==> src/rtl/mem_req_sequencer.sv <==
// Command sequencer: queues write/read commands in a FIFO and issues them to a
// single-port memory, holding one read response at a time for the downstream side.
module mem_req_sequencer #(
    parameter int DEPTH = 4
) (
    input  logic        CLK,
    input  logic        RST,
    input  logic        req_valid,
    output logic        req_ready,
    input  logic        req_wr,
    input  logic [3:0]  req_addr,
    input  logic [31:0] req_data,
    output logic        mem_en,
    output logic        mem_w_r,
    output logic [3:0]  mem_addr,
    output logic [31:0] mem_data_in,
    input  logic [31:0] mem_data_out,
    input  logic        mem_valid_out,
    output logic        rsp_valid,
    input  logic        rsp_ready,
    output logic [31:0] rsp_data,
    output logic [3:0]  rsp_addr,
    output logic        idle,
    output logic        err
);

    localparam int AW = (DEPTH > 1) ? $clog2(DEPTH) : 1;
    localparam logic [AW:0] PTR_ONE = {{AW{1'b0}}, 1'b1};

    typedef enum logic [1:0] {
        ISSUE,
        RD_WAIT,
        RSP_HOLD
    } state_t;

    state_t r_state;
    state_t w_nextState;

    // Pointers carry one extra wrap bit so full and empty are distinguishable.
    logic [AW:0]   r_wrPtr;
    logic [AW:0]   r_rdPtr;
    logic          r_fifoWr   [DEPTH];
    logic [3:0]    r_fifoAddr [DEPTH];
    logic [31:0]   r_fifoData [DEPTH];

    logic [3:0]    r_pendAddr;
    logic [31:0]   r_rspData;
    logic [3:0]    r_rspAddr;
    logic          r_err;

    logic          w_empty;
    logic          w_full;
    logic          w_push;
    logic          w_pop;
    logic          w_latchAddr;
    logic          w_headWr;
    logic [3:0]    w_headAddr;
    logic [31:0]   w_headData;

    assign w_empty    = (r_wrPtr == r_rdPtr);
    assign w_full     = (r_wrPtr[AW] != r_rdPtr[AW]) &&
                        (r_wrPtr[AW-1:0] == r_rdPtr[AW-1:0]);
    assign w_headWr   = r_fifoWr[r_rdPtr[AW-1:0]];
    assign w_headAddr = r_fifoAddr[r_rdPtr[AW-1:0]];
    assign w_headData = r_fifoData[r_rdPtr[AW-1:0]];

    // Ready ignores a same-cycle pop; it is also held low while reset is asserted.
    assign req_ready = !RST && !w_full;
    assign w_push    = req_valid && req_ready;

    assign rsp_valid = (r_state == RSP_HOLD);
    assign rsp_data  = r_rspData;
    assign rsp_addr  = r_rspAddr;
    assign err       = r_err;
    assign idle      = w_empty && (r_state == ISSUE);

    always_ff @(posedge CLK) begin
        if (w_push) begin
            r_fifoWr[r_wrPtr[AW-1:0]]   <= req_wr;
            r_fifoAddr[r_wrPtr[AW-1:0]] <= req_addr;
            r_fifoData[r_wrPtr[AW-1:0]] <= req_data;
        end
    end

    always_ff @(posedge CLK or posedge RST) begin
        if (RST) begin
            r_wrPtr <= '0;
            r_rdPtr <= '0;
        end else begin
            if (w_push) begin
                r_wrPtr <= r_wrPtr + PTR_ONE;
            end
            if (w_pop) begin
                r_rdPtr <= r_rdPtr + PTR_ONE;
            end
        end
    end

    // Writes may issue while a response is held; reads wait until it is released.
    always_comb begin
        w_nextState = r_state;
        w_pop       = 1'b0;
        w_latchAddr = 1'b0;
        mem_en      = 1'b0;
        mem_w_r     = 1'b0;
        mem_addr    = 4'd0;
        mem_data_in = 32'd0;
        case (r_state)
            ISSUE: begin
                if (!w_empty) begin
                    w_pop    = 1'b1;
                    mem_en   = 1'b1;
                    mem_addr = w_headAddr;
                    if (w_headWr) begin
                        mem_w_r     = 1'b1;
                        mem_data_in = w_headData;
                    end else begin
                        w_latchAddr = 1'b1;
                        w_nextState = RD_WAIT;
                    end
                end
            end
            RD_WAIT: begin
                w_nextState = RSP_HOLD;
            end
            RSP_HOLD: begin
                if (!w_empty && w_headWr) begin
                    w_pop       = 1'b1;
                    mem_en      = 1'b1;
                    mem_w_r     = 1'b1;
                    mem_addr    = w_headAddr;
                    mem_data_in = w_headData;
                end
                if (rsp_ready) begin
                    w_nextState = ISSUE;
                end
            end
            default: begin
                w_nextState = ISSUE;
            end
        endcase
    end

    always_ff @(posedge CLK or posedge RST) begin
        if (RST) begin
            r_state    <= ISSUE;
            r_pendAddr <= 4'd0;
            r_rspData  <= 32'd0;
            r_rspAddr  <= 4'd0;
            r_err      <= 1'b0;
        end else begin
            r_state <= w_nextState;
            if (w_latchAddr) begin
                r_pendAddr <= w_headAddr;
            end
            if (r_state == RD_WAIT) begin
                r_rspData <= mem_data_out;
                r_rspAddr <= r_pendAddr;
                if (!mem_valid_out) begin
                    r_err <= 1'b1;
                end
            end
        end
    end

endmodule

==> config.mk <==
export PLATFORM = sky130hd
export DESIGN_NAME = mem_req_sequencer
export DESIGN_NICKNAME = d
export VERILOG_FILES = /design/src/rtl/mem_req_sequencer.sv
export SDC_FILE = /design/constraint.sdc
export NUM_CORES = 1
export LEC_CHECK = 0
export ABC_CLOCK_PERIOD_IN_PS = 7190
export CAP_MARGIN = 0
export CORE_UTILIZATION = 30
export CTS_CLUSTER_SIZE = 8
export DETAILED_ROUTE_END_ITERATION = 10
export PLACE_DENSITY = 0.53
export SETUP_SLACK_MARGIN = 0.1
export SYNTH_ARGS = -nofsm -noshare
export SYNTH_HDL_FRONTEND = slang
export SYNTH_SLANG_ARGS = --single-unit
export TNS_END_PERCENT = 100
==> constraint.sdc <==
create_clock -name CLK -period 7.19 [get_ports CLK]
set_input_delay 2.157 -clock CLK [delete_from_list [all_inputs] [get_ports CLK]]
set_output_delay 2.157 -clock CLK [all_outputs]
set_load 0.005 [all_outputs]
* Word-level counts from Yosys, hierarchy flattened
Memory sizes are Yosys's and may differ from the RTL's. Cells that the tools add are included.
Word-level totals: bits in writable memories 148, word-level logic and storage cells 54, input port bits 74, register bits after elaboration 49, memories 3
Cells by class: bitwise operators 1, muxes and demuxes 22, equality and inequality tests 8, add/sub/neg operators 2, reductions and logical operators 11
Memories:
- r_fifoData | depth 4, bits a word 32, read ports 1, clocked after Yosys merged registers in 0, write ports 1, line 44 | logic [31:0] r_fifoData [DEPTH];
- r_fifoAddr | depth 4, bits a word 4, read ports 1, clocked after Yosys merged registers in 0, write ports 1, line 43 | logic [3:0] r_fifoAddr [DEPTH];
- r_fifoWr | depth 4, bits a word 1, read ports 1, clocked after Yosys merged registers in 0, write ports 1, line 42 | logic r_fifoWr [DEPTH];
Operators by type and width (number):
- 2-to-1 mux 32 bit | 3
- one-hot mux 32 bit (2 select lines) | 1
- 2-to-1 mux 1 bit | 9
- 2-to-1 mux 4 bit | 2
- one-hot mux 4 bit (2 select lines) | 1
- adder 3 x 1 -> 3 bit, second input constant | 2
- 2-to-1 mux 2 bit | 3
- one-hot mux 2 bit (3 select lines) | 1
- logical AND 1 bit | 5
- inequality test 2 bit, second input constant | 2
- one-hot mux 1 bit (2 select lines) | 2
- == test 3 bit | 1
- logical NOT 1 bit | 3
- AND reduction 3 bit | 1
- == test 2 x 1 -> 1 bit, second input constant | 1
- == test 2 bit | 1
- == test 2 bit, second input constant | 1
- logical NOT 2 bit | 1
- inequality test 2 x 1 -> 1 bit, second input constant | 1
- AND reduction 2 bit | 1
- inequality test 1 bit | 1
- inverter 1 bit | 1

* Longest topological paths before layout
Gate-level depths: netlist of the first run.
depth in word-level cells 7, depth in mapped cells 5, depth with buffers taken out 5

* Least setup slack after synthesis of the first run
OpenSTA, ideal clock, no wires.
path kind input -> output, start input RST, end output req_ready, setup slack 2723 ps, stages 1, arrival 2310 ps, path buffers 0, cells stage by stage a31oi_1
Between the ends: word-level cells in the longest chain between the ends 2
RTL lines:
- start, declared | line 7 | input logic RST,
- logical NOT 1 bit (no source line)
- logical AND 1 bit | line 68 | assign req_ready = !RST && !w_full;
- end, declared | line 9 | output logic req_ready,
Every way passes these cells.

* Worst setup path after layout of the first run
start register r_rdPtr[1], end output mem_addr[3]
Between the ends: word-level cells in the longest chain between the ends 5, elaborated cells on any way between the ends 8, classes of those cells eq/ne: 1; mux: 3; reduce/logical: 2; memory: 2
RTL lines:
- start, declared | line 41 | logic [AW:0] r_rdPtr;
- start signal, assigned | line 94 | r_rdPtr <= r_rdPtr + PTR_ONE;
- parallel branches: the longest is 4 deep, another holds memory read (4 x 1 bit)
- one-hot mux 4 bit (2 select lines) (*) | line 108 | case (r_state)
- end, declared | line 15 | output logic [3:0] mem_addr,
Every way passes the cells marked *.

==> results of run 1 <==
per-stage QoR:
stage	instance area (um^2)	instances	utilization, %	hold slack (ps)
5_1_grt	10120	875	40.31	519.8
4_1_cts	10120	875	40.31	498.8
2_1_floorplan	7665	376	-	467.8
3_5_place_dp	9533	843	37.97	483.6
6_report	10120	875	40.31	491.7
3_3_place_gp	9533	843	37.97	462.1
cell usage after synthesis:
cell,instances
xnor2_2,2
a311oi_4,1
mux2_4,4
o21ai_4,1
o21ai_1,2
dfrtp_1,49
nor2_1,1
buf_2,5
mux2i_1,1
a21oi_1,1
ha_1,5
nand2_2,1
nand2_1,3
nor2b_1,4
a31oi_4,1
o21ai_0,2
nor2_2,1
and3_1,32
nand2b_1,1
xor2_1,2
mux2_1,1
mux2_2,36
clkbuf_1,8
mux4_2,37
buf_1,2
and2_1,4
a31oi_1,1
xnor2_1,3
edfxtp_1,148
buf_6,3
o21bai_1,1
inv_1,10
nand3_1,2
nor3_1,1
report_power, final:
group          switching [mW]  total (mW)  internal [mW]  leakage [nW]
clock network           0.448       0.941          0.494         0.284
registers               0.103        1.58           1.48          1.91
logic                   0.711        1.66          0.945          1.39
total                    1.26        4.18           2.92          3.59
logic make-up (layout without fill, tap and decap cells):
group	after synthesis	after routing	share of synthesized area, %
DFF	197	197	73.98
adders and majority gates	5	5	0.8162
muxes	79	79	17.22
AOI/OAI and AO/OA	10	10	1.339
and+or+nand+nor	50	50	3.901
xor gates and xnor gates	7	7	0.9958
buffers and inverters	28	197	1.747
registers in the layout, indices dropped and copies added, names as in the netlist:
signal	count
r_fifoData	128
r_wrPtr	3
r_pendAddr	4
r_rdPtr	3
rsp_data	32
r_fifoAddr	16
r_fifoWr	4
err	1
r_state	2
rsp_addr	4
layout make-up:
type,count,area (um^2)
multi-input cells,151,1866
flip-flops and latches,197,5675
fillers,2314,14990
well taps,330,412.9
inverters,10,37.54
clock buffers,17,425.4
repair buffers,155,1541
clock inverters,15,162.7
final timing paths:
check	start	endpoint	slack (ps)	depth (start not counted)
worst min-delay path	err	err	490	1
min in group asynchronous	RST	r_state[0]	2410	2
worst min register to register	err	err	490	1
worst max-delay path	r_rdPtr[1]	mem_addr[3]	1570	6
max in group asynchronous	RST	r_rdPtr[0]	4060	2
worst max register to register	r_rdPtr[1]	r_fifoWr[2]	4230	4
critical path, delay by kind of cell, from the launching register on:
kind	cells	cell delay, ps
AO/OA/AOI/OAI	2	1160
AND/OR/NAND/NOR	1	190
flip-flops	1	340
XOR/XNOR	1	290
buffers and inverters	2	1050
layer usage:
| metal | track usage [%] | routed length [um] | vias to the layer above |
|---|---|---|---|
| li1 | - | - | 1794 |
| met1 | 16.44 | 7051 | 2067 |
| met2 | 21.93 | 7991 | 137 |
| met3 | 3.958 | 1021 | 14 |
| met4 | 4.117 | 173 | 0 |
| met5 | 0 | 0 | - |
==> results.toml, run 1 <==
[critical_path]
path_cells = "buf_4 > xnor2_2 > a31oi_4 > o21ai_4 > nor2b_1 > clkdlybuf4s50_1"
worstPathMaxFanout = 40
path_class = "reg2out"
cp_slowest_cell = "a31oi_4"
worst_ep_arrival_time_ps = 3460
cp-end-kind = "output port"
max_stage_delay_ps = 920
worstPathRequired_ps = 5030
crit_path_start_kind = "flop"

[die]
rows = 58
die_h_um = 161.8
die-area_um2 = 26190
top_level_ports = 152
die_w_um = 161.8
core_area_um2 = 25110
initial_core_util_pct = 30.53

[status]
status = "finished, final reports clean"

[power]
peakVddDrop_v = 0.0002029
power_density_nw_per_um2 = 412.8
p_leak_nw = 3.591
fin_total_pwr_mw = 4.178

[synth]
syn_nets = 455
syn_area_um2 = 7665
postSynthCellCount = 376
yosysUniqueCellTypes = 34
yosysTopAreaCell = "edfxtp_1"
syn_area_per_cell_um2 = 20.39
yosys_register_bits = 197
synth_top_area_share_pct = 57.98
synth.area.top_cells = "edfxtp_1 (58%), dfrtp_1 (16%), mux4_2 (11%), mux2_2 (5.3%), and3_1 (2.6%)"
yosysSeqAreaShare_pct = 73.98
synth_warnings = 0

[grt]
grt_usage_pct = 13.18
grt_pass1_vias = 4450
grt_first_pass_wirelength_um = 25650
gr-total-overflow = 0
grt_max_degree = 50
antenna_found_initial = 0

[worst_hold_path]
hold_class = "reg2reg"

[clocking]
cts_resized = 0
clkLatencyLatePin_ps = 430
cts_tree = "built"
cts_setup_buffers = 0
htree_levels = 4
cts_buffer_depth = 2
ctsHoldBuffers = 0
numCtsBuffers = 17
clock-root-buffer = "clkbuf_16"
clkTransAtPathRegs_ps = 70
cts_sinks = 197

[timing]
fmax_ghz = 0.1779
max-slew-margin-rel_pct = 25.91
period_needed_ps = 5622
setup-tns-final_ps = 0
worst_pin_slew_ps = 1111
period_share_pct = 78.19
fin_worst_skew_ps = 15.61
setup_viol = 0
setup_slack_ps = 1568
hold_violations = 0
slew_violations = 0
rsz0062_at_grt = "false"

[place]
pre_cts_ws_ps = 1664
hpwlAfterDp_um = 9613
port_buffers = 151
routabilityCongestion = 0.8296

[route]
drtIter0Drc = 219
via_per_inst = 4.585
avgRoutedWirePerCell_um = 18.56
first_pass_iters = 4
drtAntennaViolNets = 0
drc = 0
num_vias = 4012
drt_wl_total_um = 16240

[finish]
layout-drive-gt1-share_pct = 23.12
areaGrowthSynthToFinish_pct = 32.04
finalNetCount = 611
layout_common_cells = "clkdlybuf4s50_1 (151), edfxtp_1 (148), dfrtp_1 (47)"
insertedDiodeCount = 0
final_common_cell = "clkdlybuf4s50_1"

[job]
cap_violations = 0
Power figures use the tool's default switching activity.
==> run 2: changes to the inputs <==
--- a/config.mk
+++ b/config.mk
@@ -5,7 +5,7 @@
 export SDC_FILE = /design/constraint.sdc
 export NUM_CORES = 1
 export LEC_CHECK = 0
-export ABC_CLOCK_PERIOD_IN_PS = 7190
+export ABC_CLOCK_PERIOD_IN_PS = 5400
 export CAP_MARGIN = 0
 export CORE_UTILIZATION = 30
 export CTS_CLUSTER_SIZE = 8
==> constraint.sdc (replaced) <==
create_clock -name CLK -period 5.4 [get_ports CLK]
set_input_delay 1.62 -clock CLK [delete_from_list [all_inputs] [get_ports CLK]]
set_output_delay 1.62 -clock CLK [all_outputs]
set_load 0.005 [all_outputs]
==> results.toml, run 2 (synthesis results as in run 1) <==
[power]
p_leak_nw = 3.637
p_comb_share_pct = 38.9
power.switching_mw = 1.655
clock_power_share_pct = 22.9
power_density_nw_per_um2 = 549.5
internal-power_mw = 3.942
fin_total_pwr_mw = 5.597
seq_power_share_pct = 38.2
peakVddDrop_v = 0.0002115
netSwitchingFraction_pct = 29.57

[critical_path]
cp-end-kind = "output port"
worst_ep_arrival_time_ps = 3120
crit_path_start_kind = "flop"
path_class = "reg2out"
max_stage_delay_ps = 870
path_cells = "buf_4 > mux4_2 > o21ai_4 > nor2b_1 > clkdlybuf4s50_1"
cp_num_buf_inv = 2
worstPathRequired_ps = 3780
worstPathMaxFanout = 39
cp_slowest_cell = "mux4_2"
cpLargestDelayFamily = "buffers and inverters"

[timing]
fin_worst_skew_ps = 10.20
fmax_ghz = 0.2109
max-slew-margin-rel_pct = 33.25
setup-tns-final_ps = 0
slew_violations = 0
worst_pin_slew_ps = 999.9
hold_violations = 0
rsz0062_at_grt = "false"
setup_viol = 0
period_share_pct = 87.81
hold_ws_ps = 480.6
period_needed_ps = 4742

[place]
routabilityCongestion = 0.8222
port_buffers = 151
dp.cells = 848
hpwlAfterDp_um = 9738

[grt]
gr-total-overflow = 0
grt_pass1_vias = 4392
grt_usage_pct = 12.84
antenna_found_initial = 0
grt_max_degree = 50
grt_first_pass_wirelength_um = 24980

[clocking]
cts_sinks = 197
clkTransAtPathRegs_ps = 70
numCtsBuffers = 17
cts_buffer_depth = 2
cts_tree = "built"
clock-root-buffer = "clkbuf_16"
ctsHoldBuffers = 0
cts_resized = 0
htree_levels = 4
cts_setup_buffers = 0
clkLatencyLatePin_ps = 420

[finish]
final_common_cell = "clkdlybuf4s50_1"
stdcell_count = 880
finalNetCount = 616
areaGrowthSynthToFinish_pct = 32.89
insertedDiodeCount = 0
largest_register_ffs = 128
layout_common_cells = "clkdlybuf4s50_1 (151), edfxtp_1 (148), dfrtp_1 (47)"
layout-drive-gt1-share_pct = 24.00

[job]
cap_violations = 0

[die]
top_level_ports = 152
die_w_um = 161.8
die_h_um = 161.8
core_area_um2 = 25110
initial_core_util_pct = 30.53
rows = 58
die-area_um2 = 26190

[worst_hold_path]
hold_class = "reg2reg"

[route]
avgRoutedWirePerCell_um = 18.37
num_vias = 4017
drc = 0
drtIter0Drc = 306
drtAntennaViolNets = 0
drt_wl_total_um = 16170
via_per_inst = 4.565
first_pass_iters = 4

[status]
status = "finished, final reports clean"
==> run 2: power groups by stage <==
| stage | Sequential [mW] | Clock, mW | Combinational [mW] |
|---|---|---|---|
| finish | 2.14 | 1.28 | 2.17 |
| global route | 2.18 | 1.37 | 2.37 |
| CTS | 2.15 | 1.32 | 2.23 |
| detailed placement | 2.18 | 0 | 2.22 |
| global placement | 2.16 | 0 | 2.22 |
| floorplan | 2.13 | 0 | 1.18 |
==> run 2: metrics by stage <==
stage | instance area, um^2 | util (%) | setup slack, ps
floorplan | 7665 | - | 1995
global placement | 9570 | 38.12 | 962.5
detailed placement | 9570 | 38.12 | 903.5
CTS | 10190 | 40.57 | 596.0
global route | 10190 | 40.57 | 444.1
finish | 10190 | 40.57 | 658.5
==> run 2: path summary, 6_finish.rpt <==
check | startpoint | end | slack [ps] | cells after the start
max | r_rdPtr[1] | mem_addr[3] | 660 | 5
min | err | err | 480 | 1
max reg2reg | r_rdPtr[0] | r_fifoData[3][4] | 2640 | 4
min reg2reg | err | err | 480 | 1
max in group asynchronous | RST | r_rdPtr[0] | 2770 | 2
min in group asynchronous | RST | rsp_data[29] | 1900 | 2
==> run 2: worst reg2reg max path: cells and delay by family, from the launching register on <==
| family | cells | cell delay, ps |
|---|---|---|
| DFF | 1 | 630 |
| xor gates and xnor gates | 1 | 280 |
| and+or+nand+nor | 1 | 800 |
| buffers and inverters | 1 | 320 |
| AOI/OAI and AO/OA | 1 | 440 |
==> run 2: final cells by class <==
cell class | count | area, um^2
tap | 330 | 412.9
sequential | 197 | 5675
timing repair buffer | 160 | 1579
fill | 2296 | 14920
clock inverter | 12 | 137.6
clock buffer | 20 | 478.0
multi-input combinational | 151 | 1866
inverter | 10 | 37.54
==> run 2: routing by layer <==
layer | routed length, um | global-route usage [%] | vias to the layer above
met5 | 0 | 0 | -
met3 | 1077 | 3.907 | 10
li1 | - | - | 1808
met1 | 7270 | 16.55 | 2061
met4 | 148 | 3.688 | 0
met2 | 7671 | 20.85 | 138
==> run 3: changes to the inputs <==
--- a/config.mk
+++ b/config.mk
@@ -6,7 +6,7 @@
 export NUM_CORES = 1
 export LEC_CHECK = 0
 export ABC_CLOCK_PERIOD_IN_PS = 5400
-export CAP_MARGIN = 0
+export CAP_MARGIN = 20
 export CORE_UTILIZATION = 30
 export CTS_CLUSTER_SIZE = 8
 export DETAILED_ROUTE_END_ITERATION = 10
==> results.toml, run 3 (synthesis results as in run 1) <==
[route]
avgRoutedWirePerCell_um = 18.39
drtAntennaViolNets = 0
num_vias = 4033
via_per_inst = 4.578
first_pass_iters = 4
drt_wl_total_um = 16200
drtIter0Drc = 279
drc = 0

[power]
clock_power_share_pct = 23.0
power_density_nw_per_um2 = 548.8
p_comb_share_pct = 38.9
netSwitchingFraction_pct = 29.59
power.switching_mw = 1.657
internal-power_mw = 3.944
peakVddDrop_v = 0.0002114
p_leak_nw = 3.647
seq_power_share_pct = 38.2

[critical_path]
path_class = "reg2out"
worstPathRequired_ps = 3780
max_stage_delay_ps = 870
path_cells = "buf_4 > mux4_2 > o21ai_4 > nor2b_1 > clkdlybuf4s50_1"
cp_slowest_cell = "mux4_2"
cp-end-kind = "output port"
worst_ep_arrival_time_ps = 3120
crit_path_start_kind = "flop"
worstPathMaxFanout = 39

[clocking]
clock-root-buffer = "clkbuf_16"
cts_setup_buffers = 0
clkTransAtPathRegs_ps = 70
htree_levels = 4
clkLatencyLatePin_ps = 420
ctsHoldBuffers = 0
cts_tree = "built"
cts_resized = 0
cts_sinks = 197
numCtsBuffers = 17
cts_buffer_depth = 2

[place]
port_buffers = 151
routabilityCongestion = 0.8222
pre_cts_ws_ps = 903.5
hpwlAfterDp_um = 9738

[die]
die_h_um = 161.8
rows = 58
core_area_um2 = 25110
initial_core_util_pct = 30.53
top_level_ports = 152
die-area_um2 = 26190
die_w_um = 161.8

[worst_hold_path]
hold_class = "reg2reg"

[finish]
largest_register_ffs = 128
areaGrowthSynthToFinish_pct = 33.15
multi_input_area_um2 = 1866
regArea_um2 = 5675
nFillCells = 2294
finalNetCount = 617
layout_common_cells = "clkdlybuf4s50_1 (151), edfxtp_1 (148), dfrtp_1 (47)"
post-route-util_pct = 40.65
insertedDiodeCount = 0
layout-drive-gt1-share_pct = 24.14
final_common_cell = "clkdlybuf4s50_1"

[timing]
worst_pin_slew_ps = 875.3
max-slew-margin-rel_pct = 41.65
slew_violations = 0
hold_violations = 0
hold_ws_ps = 481.1
period_needed_ps = 4744
fin_worst_skew_ps = 10.83
setup-tns-final_ps = 0
setup_viol = 0
rsz0062_at_grt = "false"
setup_slack_ps = 655.9
period_share_pct = 87.85
fmax_ghz = 0.2108

[status]
status = "finished, final reports clean"

[grt]
gr-total-overflow = 0
grt_first_pass_wirelength_um = 24980
grt_usage_pct = 12.84
grt_max_degree = 50
grt_pass1_vias = 4392
antenna_found_initial = 0

[job]
cap_violations = 0
## run 3: critical path, delay by kind of cell, from the launching register on
kind            cells  cell delay [ps]
buf+inv             2             1080
flops               1              380
mux                 1              870
simple gates        1              190
compound gates      1              180
## run 3: layout make-up
class / instances / share of cell area, %
multi-input cells: 151 / 18.28
repair buffers: 161 / 15.67
well taps: 330 / 4.046
inverters: 10 / 0.3678
flip-flops and latches: 197 / 55.61
clock inverters: 12 / 1.349
clock buffers: 20 / 4.683
## run 3: path summary, 6_finish.rpt
check	slack, ps	to	cells after the start	startpoint
worst max-delay path	660	mem_addr[3]	5	r_rdPtr[1]
worst min-delay path	480	err	1	err
worst max register to register	2650	r_fifoData[3][4]	4	r_rdPtr[0]
worst min register to register	480	err	1	err
max in group asynchronous	3360	r_rdPtr[0]	3	RST
min in group asynchronous	1550	rsp_data[29]	2	RST
## run 3: metal layers
| layer | part of all wire (%) | vias up | track usage [%] |
|---|---|---|---|
| met2 | 47 | 134 | 20.85 |
| met1 | 45 | 2080 | 16.55 |
| met5 | 0 | - | 0 |
| met3 | 6.5 | 10 | 3.907 |
| li1 | - | 1809 | - |
| met4 | 0.91 | 0 | 3.688 |
## run 3: per-stage QoR
stage | power (mW) | instance area, um^2 | std cells
2_1_floorplan | 3.311 | 7665 | 376
3_3_place_gp | 4.377 | 9570 | 848
3_5_place_dp | 4.400 | 9570 | 848
4_1_cts | 5.701 | 10190 | 880
5_1_grt | 5.932 | 10210 | 881
6_report | 5.601 | 10210 | 881
## run 3: power by group through the flow
stage | clock (mW) | sequential [mW] | combinational (mW)
after global routing | 1.37 | 2.18 | 2.38
after global placement | 0 | 2.16 | 2.22
after detailed placement | 0 | 2.18 | 2.22
after floorplan | 0 | 2.13 | 1.18
after CTS | 1.32 | 2.15 | 2.23
final | 1.29 | 2.14 | 2.18
